===== src/rtl/if_stage_fetch_pkg.sv =====
// Shared pipeline constants: word geometry, bubble encoding, reset PC and
// the fetch-stage state encoding reused by the downstream stage registers.
package if_stage_fetch_pkg;

    localparam int                 WORD_W         = 32;
    localparam logic [WORD_W-1:0]  WORD_BYTES     = 32'd4;
    localparam logic [WORD_W-1:0]  PIPE_NOP_INSTR = 32'h0000_0000;
    localparam logic [WORD_W-1:0]  PIPE_RESET_PC  = 32'h0000_0000;

    typedef enum logic [1:0] {
        IDLE  = 2'd0,
        FETCH = 2'd1,
        HOLD  = 2'd2
    } fetch_state_t;

endpackage


===== src/rtl/if_stage_fetch_id_reg.sv =====
// IF/ID pipeline register: hold keeps contents, flush inserts a bubble,
// load captures a real instruction. Priority is hold > flush > load.
module if_id_reg
    import if_stage_fetch_pkg::*;
#(
    parameter logic [WORD_W-1:0] NOP_INSTR = PIPE_NOP_INSTR
) (
    input  logic              clk,
    input  logic              rst,
    input  logic              hold,
    input  logic              flush,
    input  logic              load,
    input  logic [WORD_W-1:0] instr_d,
    input  logic [WORD_W-1:0] pc_d,
    output logic [WORD_W-1:0] instruction,
    output logic [WORD_W-1:0] pc_out,
    output logic              valid_out
);

    // A bubble keeps the last pc_out so decode still has a defined PC.
    always_ff @(posedge clk or negedge rst) begin
        if (!rst) begin
            instruction <= NOP_INSTR;
            pc_out      <= '0;
            valid_out   <= 1'b0;
        end else if (!hold) begin
            if (flush) begin
                instruction <= NOP_INSTR;
                valid_out   <= 1'b0;
            end else if (load) begin
                instruction <= instr_d;
                pc_out      <= pc_d;
                valid_out   <= 1'b1;
            end
        end
    end

endmodule


===== src/rtl/if_stage_fetch.sv =====
// Instruction-fetch stage: PC, request/ack memory port, one-entry skid
// buffer for freezes, branch redirect/squash, feeding the IF/ID register.
module if_stage_fetch
    import if_stage_fetch_pkg::*;
#(
    parameter logic [WORD_W-1:0] RESET_PC  = PIPE_RESET_PC,
    parameter logic [WORD_W-1:0] NOP_INSTR = PIPE_NOP_INSTR
) (
    input  logic              clk,
    input  logic              rst,
    input  logic              freeze,
    input  logic              br_taken,
    input  logic [WORD_W-1:0] br_offset,
    output logic              imem_req,
    output logic [WORD_W-1:0] imem_addr,
    input  logic              imem_ack,
    input  logic [WORD_W-1:0] imem_rdata,
    output logic [WORD_W-1:0] instruction,
    output logic [WORD_W-1:0] pc_out,
    output logic              valid_out
);

    fetch_state_t      state;
    logic [WORD_W-1:0] pc_reg;
    logic [WORD_W-1:0] skid;
    logic [WORD_W-1:0] redirect_pc;
    logic              redirect_pending;

    logic              br_eff;
    logic [WORD_W-1:0] target;
    logic [WORD_W-1:0] pc_inc;
    logic              ifid_flush;
    logic              ifid_load;
    logic [WORD_W-1:0] ifid_instr;

    // Decode suppresses branches during a hazard, so freeze masks br_taken.
    assign br_eff    = br_taken && !freeze;
    assign target    = pc_out + {br_offset[WORD_W-3:0], 2'b00};
    assign pc_inc    = pc_reg + WORD_BYTES;
    assign imem_req  = (state == FETCH);
    assign imem_addr = pc_reg;

    always_comb begin
        ifid_flush = 1'b0;
        ifid_load  = 1'b0;
        ifid_instr = imem_rdata;
        case (state)
            FETCH: begin
                if (imem_ack) begin
                    if (redirect_pending || br_eff) ifid_flush = 1'b1;
                    else if (!freeze)               ifid_load  = 1'b1;
                end else if (!freeze) begin
                    ifid_flush = 1'b1;
                end
            end
            HOLD: begin
                ifid_instr = skid;
                if (!freeze) begin
                    if (br_taken) ifid_flush = 1'b1;
                    else          ifid_load  = 1'b1;
                end
            end
            default: ;
        endcase
    end

    // Fetch control: a request is never aborted, so a branch seen mid-request
    // is parked in redirect_pc and applied when the ack finally arrives.
    always_ff @(posedge clk or negedge rst) begin
        if (!rst) begin
            state            <= IDLE;
            pc_reg           <= RESET_PC;
            skid             <= NOP_INSTR;
            redirect_pc      <= RESET_PC;
            redirect_pending <= 1'b0;
        end else begin
            case (state)
                IDLE: state <= FETCH;
                FETCH: begin
                    if (imem_ack) begin
                        if (redirect_pending || br_eff) begin
                            pc_reg           <= br_eff ? target : redirect_pc;
                            redirect_pending <= 1'b0;
                        end else if (!freeze) begin
                            pc_reg <= pc_inc;
                        end else begin
                            skid  <= imem_rdata;
                            state <= HOLD;
                        end
                    end else if (br_eff) begin
                        redirect_pending <= 1'b1;
                        redirect_pc      <= target;
                    end
                end
                HOLD: begin
                    if (!freeze) begin
                        pc_reg <= br_taken ? target : pc_inc;
                        state  <= FETCH;
                    end
                end
                default: state <= IDLE;
            endcase
        end
    end

    if_id_reg #(
        .NOP_INSTR (NOP_INSTR)
    ) u_if_id_reg (
        .clk         (clk),
        .rst         (rst),
        .hold        (freeze),
        .flush       (ifid_flush),
        .load        (ifid_load),
        .instr_d     (ifid_instr),
        .pc_d        (pc_inc),
        .instruction (instruction),
        .pc_out      (pc_out),
        .valid_out   (valid_out)
    );

endmodule


===== config.mk =====
export PLATFORM = sky130hd
export DESIGN_NAME = if_stage_fetch
export DESIGN_NICKNAME = d
export VERILOG_FILES = /design/src/rtl/if_stage_fetch_pkg.sv /design/src/rtl/if_stage_fetch_id_reg.sv /design/src/rtl/if_stage_fetch.sv
export SDC_FILE = /design/constraint.sdc
export NUM_CORES = 1
export LEC_CHECK = 0
export ABC_CLOCK_PERIOD_IN_PS = 3800
export BUFFER_PORTS_ARGS = -buffer_cell sky130_fd_sc_hd__buf_2
export CAP_MARGIN = 10
export CORE_ASPECT_RATIO = 0.75
export CORE_UTILIZATION = 45
export DETAILED_ROUTE_END_ITERATION = 16
export GPL_TIMING_DRIVEN = 0
export PLACE_DENSITY = 0.68
export REMOVE_ABC_BUFFERS = 1
export SETUP_SLACK_MARGIN = 0.05
export SYNTH_ARGS = -nofsm -noshare
export SYNTH_HDL_FRONTEND = slang
export SYNTH_SLANG_ARGS = --single-unit

===== constraint.sdc =====
create_clock -name clk -period 3.8 [get_ports clk]
set_input_delay 0.57 -clock clk [delete_from_list [all_inputs] [get_ports clk]]
set_output_delay 0.57 -clock clk [all_outputs]
set_load 0.1 [all_outputs]

* Word-level counts from Yosys, hierarchy flattened
Index checks and enable logic that the tools add are counted.
Word-level totals: input port bits 69, bits in registers 164, word-level logic and storage cells 67, output and inout port bits 98
Operators by class: eq/ne operators 8, $add $sub $neg 2, muxes and demuxes 31, reductions and logical operators 14, bitwise gates (word level) 4
Operators with widths (number):
- $mux W32 | 9
- $pmux W32 S2 | 1
- $add A32 B3 Y32 const B | 1
- $add A32 B32 Y32 | 1
- $mux W1 | 14
- $reduce_and A4 Y1 | 3
- $mux W2 | 4
- $ne A2 B2 Y1 const B | 3
- $pmux W2 S3 | 1
- $reduce_and A3 Y1 | 2
- $reduce_bool A2 Y1 | 3
- $ne A2 B1 Y1 const B | 2
- $not A1 Y1 | 4
- $pmux W1 S2 | 2
- $reduce_and A2 Y1 | 2
- $ne A3 B2 Y1 const B | 1
- $eq A2 B1 Y1 const B | 1
- $eq A2 B2 Y1 const B | 1
- $logic_not A2 Y1 | 1
- $logic_and A1 B1 Y1 | 1
- $logic_not A1 Y1 | 1
- $logic_or A1 B1 Y1 | 1

* Logic depth before layout (Yosys ltp)
Gate-level depths: netlist of the first run.
depth after elaboration 8, gate-level depth with buffers 11, gate-level depth less buffers 11

* Modules after synthesis
Synthesis of the first run repeated with hierarchy kept, for this count alone.
Unflattened totals: cell total of the unflattened synthesis 1002, area, all modules 9912.0 µm²
Modules (own cells, without submodules):
- if_stage_fetch | times used 1, cells an instance 750, area each 7003.0 µm², seq. area each 2477.4 µm²
- if_id_reg | times used 1, cells an instance 252, area each 2909.0 µm², seq. area each 1626.6 µm²

* Least setup slack after synthesis of the first run
No wires, ideal clock.
kind reg-to-reg, from register u_if_id_reg.pc_out[2], to register pc_reg[20], in the netlist imem_addr[20], data arrival time 3370 ps, setup time 66 ps, path slack 364 ps, stages on the path, launching flop included 12, clock period less this slack 3436 ps, path buffers 0, path through dfrtp_1 ha_1 fa_1 a21o_1 nand4_1 a21boi_1 o31a_1 o2111a_2 or2_1 or3_1 a22oi_1 a31o_1
On the way: longest elaborated chain between the ends 5, elaborated cells between the ends (all ways) 7, those cells by class add/sub (1); mux (6)
RTL lines:
- from (decl) | line if_stage_fetch_id_reg.sv:16 | output logic [WORD_W-1:0] pc_out,
- from (signal assigned) | line if_stage_fetch_id_reg.sv:32 | pc_out <= pc_d;
- $add A32 B32 Y32 (*) | line if_stage_fetch.sv:38 | assign target = pc_out + {br_offset[WORD_W-3:0], 2'b00};
- $mux W32
- $mux W32 | line if_stage_fetch.sv:81 | if (redirect_pending || br_eff) begin
- $mux W32 | line if_stage_fetch.sv:80 | if (imem_ack) begin
- $pmux W32 S2 (*) | line if_stage_fetch.sv:77 | case (state)
- to (signal assigned) | line if_stage_fetch.sv:82 | pc_reg <= br_eff ? target : redirect_pc;
- to (signal assigned) | line if_stage_fetch.sv:85 | pc_reg <= pc_inc;
- to (signal assigned) | line if_stage_fetch.sv:97 | pc_reg <= br_taken ? target : pc_inc;
- to (decl) | line if_stage_fetch.sv:24 | logic [WORD_W-1:0] pc_reg;
Every way passes the cells marked *; elsewhere a longest branch is shown, timed or not. The select of a mux whose other input is x is not followed. A chain may end at the register's enable or synchronous reset.

* Worst setup path after layout of the first run
from register redirect_pending, to register pc_reg[16], in the netlist imem_addr[16]
On the way: longest elaborated chain between the ends 4, elaborated cells between the ends (all ways) 6, those cells by class eq/ne (1); mux (3); reduce/logical (2)
RTL lines:
- from (decl) | line if_stage_fetch.sv:27 | logic redirect_pending;
- from (signal assigned) | line if_stage_fetch.sv:75 | redirect_pending <= 1'b0;
- from (signal assigned) | line if_stage_fetch.sv:83 | redirect_pending <= 1'b0;
- from (signal assigned) | line if_stage_fetch.sv:91 | redirect_pending <= 1'b1;
- $logic_or A1 B1 Y1 (*) | line if_stage_fetch.sv:81
- $mux W32 | line if_stage_fetch.sv:81
- $mux W32 | line if_stage_fetch.sv:80
- $pmux W32 S2 | line if_stage_fetch.sv:77
Marks and branches as above.

==> results.py, run 1 <==
metrics = {
    "worst_setup_path": {
        "cp_cell_sequence": "o21ai_0 > nand2_1 > nand3_2 > nor2_2 > nand2_1 > o22ai_1 > a222oi_1 > o211ai_1",
        "endpoint_kind": "register",
        "slowest_delay_ns": 0.91,
        "critPathKind": "reg2reg",
        "setup.worst_path.start_class": "register",
        "critPathMaxFanout": 40,
        "critical_path_arrival_ns": 3.80,
        "worstPathRequired_ns": 4.15,
        "cp_slowest_cell": "dfrtp_1",
        "crit_top_cell": "nand2_1",
    },
    "drt": {
        "routed_wl_um": 26790,
        "drtIter0Drc": 736,
        "wl_per_cell_um": 18.41,
        "vias_per_cell": 5.640,
        "ant_nets": 0,
        "drc": 0,
        "via_count": 8206,
        "dr.pass1.iters": 5,
    },
    "yosys": {
        "yosys_warnings": 0,
        "syn-cell-area_sq_um": 9433,
        "muxShareOfSynthArea": 0.1055,
        "synth_adder_area_share": 0.04589,
        "ys_types": 66,
        "yosys.area_share.simple": 0.1528,
        "syn_inst": 1020,
        "synth_top_family_by_area": "compound AO/OA/AOI/OAI gates",
        "synth_compound_area_frac": 0.1874,
        "synth_seq_cells": 164,
        "synth_xor_area_frac": 0.04550,
        "synthArstFlopShare": 1.000,
        "syn_area_per_cell_sq_um": 9.248,
        "ys_seq_area_frac": 0.4351,
        "ys.flop_type": "dfrtp_1",
        "synth-edff-count": 0,
    },
    "timing": {
        "setup_viol": 0,
        "rsz0062_at_grt": "false",
        "worst_slew_pin_slew_ns": 1.202,
        "relSlewSlack": 0.1989,
        "period_needed_ns": 3.451,
        "slew_viol_final": 0,
        "whs_ns": 0.03022,
        "hold_viol_final": 0,
        "fmax_mhz": 289.8,
        "finClkSkew_ns": 0.01138,
        "layout_worst_path_cycle_share": 0.9081,
        "setup_slack_ns": 0.3492,
    },
    "global_routing": {
        "grt.overflow.total": 0,
        "grt_pass1_wl_um": 42620,
        "track_usage": 0.2553,
        "grt_pass1_vias": 7793,
        "grt_max_degree": 120,
        "grt_antenna_before_repair": 0,
    },
    "clock_network": {
        "cts.clk_slew.worst_paths_ns": 0.07,
        "cts.sinks": 164,
        "cts_buffers": 17,
        "clock_path_buffers": 2,
        "clkLatencyLatePin_ns": 0.44,
        "cts_tree": "yes",
        "holdBufCountCts": 0,
        "root_buffer": "clkbuf_16",
        "htreeDepth": 4,
    },
    "final_layout": {
        "multi_input_comb_area_sq_um": 5104,
        "fillers": 1891,
        "fin_nets": 1263,
        "fin_area_sq_um": 11190,
        "area_growth_pct": 18.68,
        "regArea_sq_um": 4104,
        "drive_above_1_share": 0.2361,
        "num_antenna_cells": 0,
        "post-route-util": 0.5492,
    },
    "worst_hold_path": {
        "hp-class": "in2async",
    },
    "floorplan": {
        "coreArea_sq_um": 20380,
        "die_w_um": 169.2,
        "io_pins": 167,
        "start_util": 0.4628,
        "num_rows": 45,
        "dieArea_sq_um": 21550,
        "die_h_um": 127.4,
    },
    "run_status": {
        "status": "complete, no violations",
    },
    "placed_design": {
        "io_buffer_count": 164,
        "gp_congestion": 0.9156,
        "post_dp_cell_area_sq_um": 10610,
        "place_ws_ns": -0.8059,
        "dp_hpwl_um": 18730,
    },
    "job": {
        "drv_cap": 0,
    },
}
state kept, by name (all words and copies together), names as in the netlist:
name and cells:
u_if_id_reg.pc_out 32, u_if_id_reg.instruction 32, imem_addr 32, state 2
redirect_pc 32, skid 32, redirect_pending 1, u_if_id_reg.valid_out 1
cell families after synthesis:
group / count (synthesis)
AOI/OAI and AO/OA: 284
xor gates and xnor gates: 49
adders and majority gates: 34
buffers and inverters: 68
DFF: 164
muxes: 93
and+or+nand+nor: 328
final timing paths:
check / start / endpoint / slack (ns) / depth (start not counted)
worst max-delay path: redirect_pending / imem_addr[16] / 0.35 / 8
worst min-delay path: rst / u_if_id_reg.pc_out[31] / 0.03 / 1
worst max register to register: redirect_pending / imem_addr[16] / 0.35 / 8
worst min register to register: u_if_id_reg.valid_out / u_if_id_reg.valid_out / 0.47 / 2
max in group asynchronous: rst / redirect_pc[0] / 2.83 / 2
min in group clk: imem_ack / redirect_pending / 0.34 / 2
placed cells by master (no fill, tap or decap), drive strengths merged, types with 11 or more instances in the layout:
master / instances
o211ai: 16
nand4: 11
buf: 177
xnor2: 28
nor2: 52
ha: 33
dfrtp: 164
inv: 16
a21oi: 46
a21o: 20
mux2: 51
nand2: 179
mux2i: 42
clkbuf: 18
o21ai: 125
nor3: 16
nand3: 24
xor2: 21
Yosys cell counts (7+ instances only):
master    number  share of area
nor3_1        16         0.0085
inv_1         10         0.0040
and3_1         9         0.0060
o211ai_1      16          0.013
nand2b_1       9         0.0060
a22oi_1        8         0.0064
nand3_1       24          0.013
a21oi_1       44          0.023
xnor2_1       28          0.026
nor2b_1        7         0.0046
o22ai_1        8         0.0053
o21a_1         7         0.0056
mux2i_1       42          0.045
mux2_2        51          0.061
ha_1          33          0.044
o21ai_0      124          0.066
clkbuf_1      49          0.019
a21o_1        20          0.016
nand2_1      179          0.071
xor2_1        21          0.019
nor2_1        52          0.021
dfrtp_1      164           0.44
nand4_1       11         0.0073
routing by layer:
layer,part of all wire,track usage,vias to the layer above
li1,-,-,3946
met1,0.47,0.3632,3939
met2,0.45,0.3909,285
met3,0.069,0.05359,36
met4,0.015,0.07790,0
met5,0,0,-
worst max-delay path: cells and delay by family (launching register included):
family             cells  cell delay, ns
AOI/OAI and AO/OA      4            0.72
and+or+nand+nor        4            1.72
DFF                    1            0.91
per-stage QoR:
stage               instances  setup TNS [ns]
floorplan                 964          -58.68
global placement         1410         -358.45
detailed placement       1422          -6.919
CTS                      1454               0
global route             1455               0
finish                   1455               0
what timing repair did:
action | 4_1_cts | 5_1_grt
endpoints found under the setup margin | 7 | 3
buffers inserted | 0 | 1
resized for setup | 2 | 2
area by class of cell:
class                   count  area share
multi-input cells         788      0.4559
flip-flops and latches    164      0.3666
repair buffers            177     0.09277
clock buffers              18     0.03834
well taps                 282     0.03152
clock inverters            14     0.01084
inverters                  12    0.004024
Power of run 1 is left out: the tool's default activity adds up to more than one toggle a clock period on the data nets, which glitch-free logic cannot reach.
==> run 2, diff against run 1 <==
--- a/config.mk
+++ b/config.mk
@@ -11,7 +11,6 @@
 export CORE_ASPECT_RATIO = 0.75
 export CORE_UTILIZATION = 45
 export DETAILED_ROUTE_END_ITERATION = 16
-export GPL_TIMING_DRIVEN = 0
 export PLACE_DENSITY = 0.68
 export REMOVE_ABC_BUFFERS = 1
 export SETUP_SLACK_MARGIN = 0.05
==> results.py, run 2 (synthesis gave the netlist of run 1 again) <==
metrics = {
    "worst_setup_path": {
        "critical_path_arrival_ns": 3.67,
        "crit_cells": 11,
        "slowest_delay_ns": 0.43,
        "critPathTopFamily": "compound AO/OA/AOI/OAI gates",
        "r2r_cells": 11,
        "endpoint_kind": "register",
        "reg2reg_to": "imem_addr[20]",
        "cp_cell_sequence": "ha_1 > fa_1 > a21o_1 > nand4_1 > a21boi_1 > o31a_1 > o2111a_2 > or2_1 > or3_1 > a22oi_1 > a31o_1",
        "worstPathRequired_ns": 4.16,
        "setup.worst_path.start_class": "register",
        "cp_slowest_cell": "fa_1",
        "rrSetupSlack_ns": 0.50,
        "r2r_start": "u_if_id_reg.pc_out[2]",
        "cp_num_buf_inv": 0,
        "critPathMaxFanout": 4,
        "critPathKind": "reg2reg",
    },
    "placed_design": {
        "gp_congestion": 0.9135,
        "io_buffer_count": 164,
        "dp_hpwl_um": 18870,
        "post_dp_cell_area_sq_um": 10600,
    },
    "final_layout": {
        "layout_common_cells": "nand2_1, dfrtp_1, buf_2",
        "fillers": 1940,
        "final_common_cell": "nand2_1",
        "regArea_sq_um": 4104,
        "drive_above_1_share": 0.2390,
        "area_growth_pct": 18.31,
        "fin_area_sq_um": 11160,
        "fin_nets": 1275,
        "num_antenna_cells": 0,
        "multi_input_comb_area_sq_um": 5069,
    },
    "run_status": {
        "status": "complete, no violations",
    },
    "drt": {
        "drc": 0,
        "dr.pass1.iters": 5,
        "wl_per_cell_um": 17.93,
        "vias_per_cell": 5.653,
        "ant_nets": 0,
        "routed_wl_um": 26280,
        "via_count": 8288,
        "drtIter0Drc": 653,
    },
    "timing": {
        "fmax_mhz": 302.9,
        "hold_viol_final": 0,
        "finClkSkew_ns": 0.01072,
        "period_needed_ns": 3.302,
        "rsz0062_at_grt": "false",
        "slew_viol_final": 0,
        "layout_worst_path_cycle_share": 0.8689,
        "setup_viol": 0,
        "worst_slew_pin_slew_ns": 1.039,
        "relSlewSlack": 0.3071,
    },
    "clock_network": {
        "clkLatencyLatePin_ns": 0.43,
        "ctsResizeCount": 0,
        "cts.sinks": 164,
        "postCtsSetupBuffers": 0,
        "clock_path_buffers": 2,
        "root_buffer": "clkbuf_16",
        "cts.clk_slew.worst_paths_ns": 0.07,
        "cts_tree": "yes",
        "cts_buffers": 17,
        "htreeDepth": 4,
        "holdBufCountCts": 0,
    },
    "worst_hold_path": {
        "hp-class": "in2async",
    },
    "floorplan": {
        "dieArea_sq_um": 21550,
        "die_w_um": 169.2,
        "num_rows": 45,
        "coreArea_sq_um": 20380,
        "die_h_um": 127.4,
        "io_pins": 167,
        "start_util": 0.4628,
    },
    "global_routing": {
        "grt_pass1_wl_um": 41640,
        "grt_max_degree": 89,
        "grt_pass1_vias": 7597,
        "grt.overflow.total": 0,
        "grt_antenna_before_repair": 0,
        "track_usage": 0.2479,
    },
    "job": {
        "drv_cap": 0,
    },
}
[run 2: cell types whose count changed in the layout (fill, tap and decap cells not counted), sizes merged]
cell | before | now
buf | 177 | 189
inv | 16 | 15
clkinv | 7 | 6
bufinv | 0 | 1
[run 2: layer usage]
layer  vias to the layer above  routed length, um  track usage
met5                         -                  0            0
met4                         0                359      0.06094
met3                        28               1813      0.05421
met2                       286              11670       0.3725
met1                      4015              12440       0.3624
li1                       3959                  -            -
[run 2: worst max-delay path by stage]
stage | start | endpoint | slack, ns
6_report | u_if_id_reg.pc_out[2] | imem_addr[20] | 0.50
5_1_grt | u_if_id_reg.pc_out[2] | imem_addr[20] | 0.40
4_1_cts | u_if_id_reg.pc_out[2] | imem_addr[20] | 0.52
3_5_place_dp | br_offset[0] | imem_addr[20] | 0.26
3_3_place_gp | br_offset[0] | imem_addr[20] | 0.29
2_1_floorplan | state[0] | u_if_id_reg.pc_out[0] | -1.13
[run 2: stage by stage]
| stage | setup TNS [ns] | hold slack (ns) | util | instances | setup slack, ns |
|---|---|---|---|---|---|
| after CTS | 0 | 0.2555 | 0.5475 | 1466 | 0.5206 |
| after floorplan | -58.68 | 0.2744 | - | 964 | -1.133 |
| after detailed placement | 0 | 0.4622 | 0.5200 | 1435 | 0.2595 |
| after global routing | 0 | 0.2850 | 0.5475 | 1466 | 0.3995 |
| final | 0 | 0.2023 | 0.5475 | 1466 | 0.4982 |
| after global placement | 0 | 0.4570 | 0.5200 | 1435 | 0.2896 |
[run 2: layout make-up]
class	count	area share
timing repair buffer	189	0.09205
clock buffer	18	0.03935
sequential	164	0.3678
tap	282	0.03162
multi-input combinational	788	0.4542
inverter	12	0.004036
clock inverter	13	0.01099
Power of run 2 is left out for the same reason.
==> run 3, diff against run 2 <==
--- a/config.mk
+++ b/config.mk
@@ -9,9 +9,9 @@
 export BUFFER_PORTS_ARGS = -buffer_cell sky130_fd_sc_hd__buf_2
 export CAP_MARGIN = 10
 export CORE_ASPECT_RATIO = 0.75
-export CORE_UTILIZATION = 45
+export CORE_UTILIZATION = 50
 export DETAILED_ROUTE_END_ITERATION = 16
-export PLACE_DENSITY = 0.68
+export PLACE_DENSITY = 0.75
 export REMOVE_ABC_BUFFERS = 1
 export SETUP_SLACK_MARGIN = 0.05
 export SYNTH_ARGS = -nofsm -noshare
==> results.py, run 3 (synthesis gave the netlist of run 1 again) <==
metrics = {
    "worst_setup_path": {
        "cp_slowest_cell": "fa_1",
        "cp_cell_sequence": "ha_1 > fa_1 > a21o_1 > nand4_1 > a21boi_1 > o31a_1 > o2111a_2 > or2_1 > or3_1 > a22oi_1 > a31o_1",
        "cp_num_buf_inv": 0,
        "worstPathRequired_ns": 4.17,
        "critPathKind": "reg2reg",
        "critical_path_arrival_ns": 3.69,
        "setup.worst_path.start_class": "register",
        "endpoint_kind": "register",
        "critPathMaxFanout": 4,
        "critPathTopFamily": "compound AO/OA/AOI/OAI gates",
        "slowest_delay_ns": 0.43,
    },
    "timing": {
        "relSlewSlack": 0.3888,
        "whs_ns": 0.1696,
        "rsz0062_at_grt": "false",
        "setup_slack_ns": 0.4831,
        "worst_slew_pin_slew_ns": 0.9168,
        "setup_viol": 0,
        "fmax_mhz": 301.5,
        "layout_worst_path_cycle_share": 0.8729,
        "slew_viol_final": 0,
        "finClkSkew_ns": 0.01190,
        "period_needed_ns": 3.317,
        "hold_viol_final": 0,
    },
    "drt": {
        "drc": 0,
        "via_count": 8364,
        "routed_wl_um": 26130,
        "ant_nets": 0,
        "dr.pass1.iters": 5,
        "wl_per_cell_um": 18.19,
        "drtIter0Drc": 602,
        "vias_per_cell": 5.825,
    },
    "clock_network": {
        "holdBufCountCts": 0,
        "root_buffer": "clkbuf_16",
        "clock_path_buffers": 2,
        "cts_buffers": 17,
        "cts.clk_slew.worst_paths_ns": 0.07,
        "htreeDepth": 4,
        "ctsResizeCount": 0,
        "cts_tree": "yes",
        "postCtsSetupBuffers": 0,
        "clkLatencyLatePin_ns": 0.43,
        "cts.sinks": 164,
    },
    "job": {
        "drv_cap": 0,
    },
    "global_routing": {
        "grt_antenna_before_repair": 0,
        "grt_pass1_vias": 7959,
        "grt.overflow.total": 0,
        "track_usage": 0.2754,
        "grt_max_degree": 78,
        "grt_pass1_wl_um": 41970,
    },
    "final_layout": {
        "num_antenna_cells": 0,
        "final_common_cell": "nand2_1",
        "drive_above_1_share": 0.2414,
        "fin_nets": 1279,
        "area_growth_pct": 18.03,
        "final_cells": 1436,
        "layout_common_cells": "nand2_1, dfrtp_1, buf_2",
    },
    "worst_hold_path": {
        "hp-class": "in2async",
    },
    "placed_design": {
        "io_buffer_count": 164,
        "dp_hpwl_um": 18780,
        "dp.cells": 1404,
        "gp_congestion": 0.9226,
        "place_ws_ns": 0.2471,
    },
    "floorplan": {
        "dieArea_sq_um": 19420,
        "start_util": 0.5112,
        "die_h_um": 121.0,
        "coreArea_sq_um": 18450,
        "num_rows": 43,
        "die_w_um": 160.6,
        "io_pins": 167,
    },
    "run_status": {
        "status": "complete, no violations",
    },
}
==> run 3: changes by cell type in the layout (fill, tap and decap cells not counted) <==
cell	delta
buf_4	+4
clkinv_2	-2
clkinv_4	+2
bufinv_16	-1
clkbuf_1	+1
clkbuf_8	-1
inv_6	+1
inv_8	+1
==> run 3: area by class of cell <==
type                       count  area (sq um)
timing repair buffer         193          1057
multi-input combinational    788          5069
clock buffer                  18         429.2
clock inverter                14         120.1
inverter                      12         45.04
sequential                   164          4104
tap                          247         309.0
fill                        1591          7321
==> run 3: worst paths after layout <==
check,startpoint,endpoint,slack (ns),cells past startpoint
max in group asynchronous,rst,imem_addr[27],2.76,2
max,u_if_id_reg.pc_out[2],imem_addr[20],0.48,11
min,rst,u_if_id_reg.pc_out[31],0.17,1
max reg2reg,u_if_id_reg.pc_out[2],imem_addr[20],0.48,11
min reg2reg,u_if_id_reg.instruction[24],u_if_id_reg.instruction[24],0.48,2
min in group clk,imem_ack,redirect_pending,0.37,2
==> run 3: metrics by stage <==
step                area (sq um)  TNS [ns]    util
floorplan                   9215    -58.68       -
global placement           10580         0  0.5735
detailed placement         10580         0  0.5735
CTS                        11130         0  0.6033
global route               11130         0  0.6033
finish                     11130         0  0.6033
==> run 3: layer usage <==
layer	vias up	global-route usage	wire, um
met1	4029	0.3958	12040
met5	-	0	0
met3	49	0.05537	1941
met2	317	0.4140	11580
met4	0	0.09226	572
li1	3969	-	-
Power of run 3 is left out for the same reason.
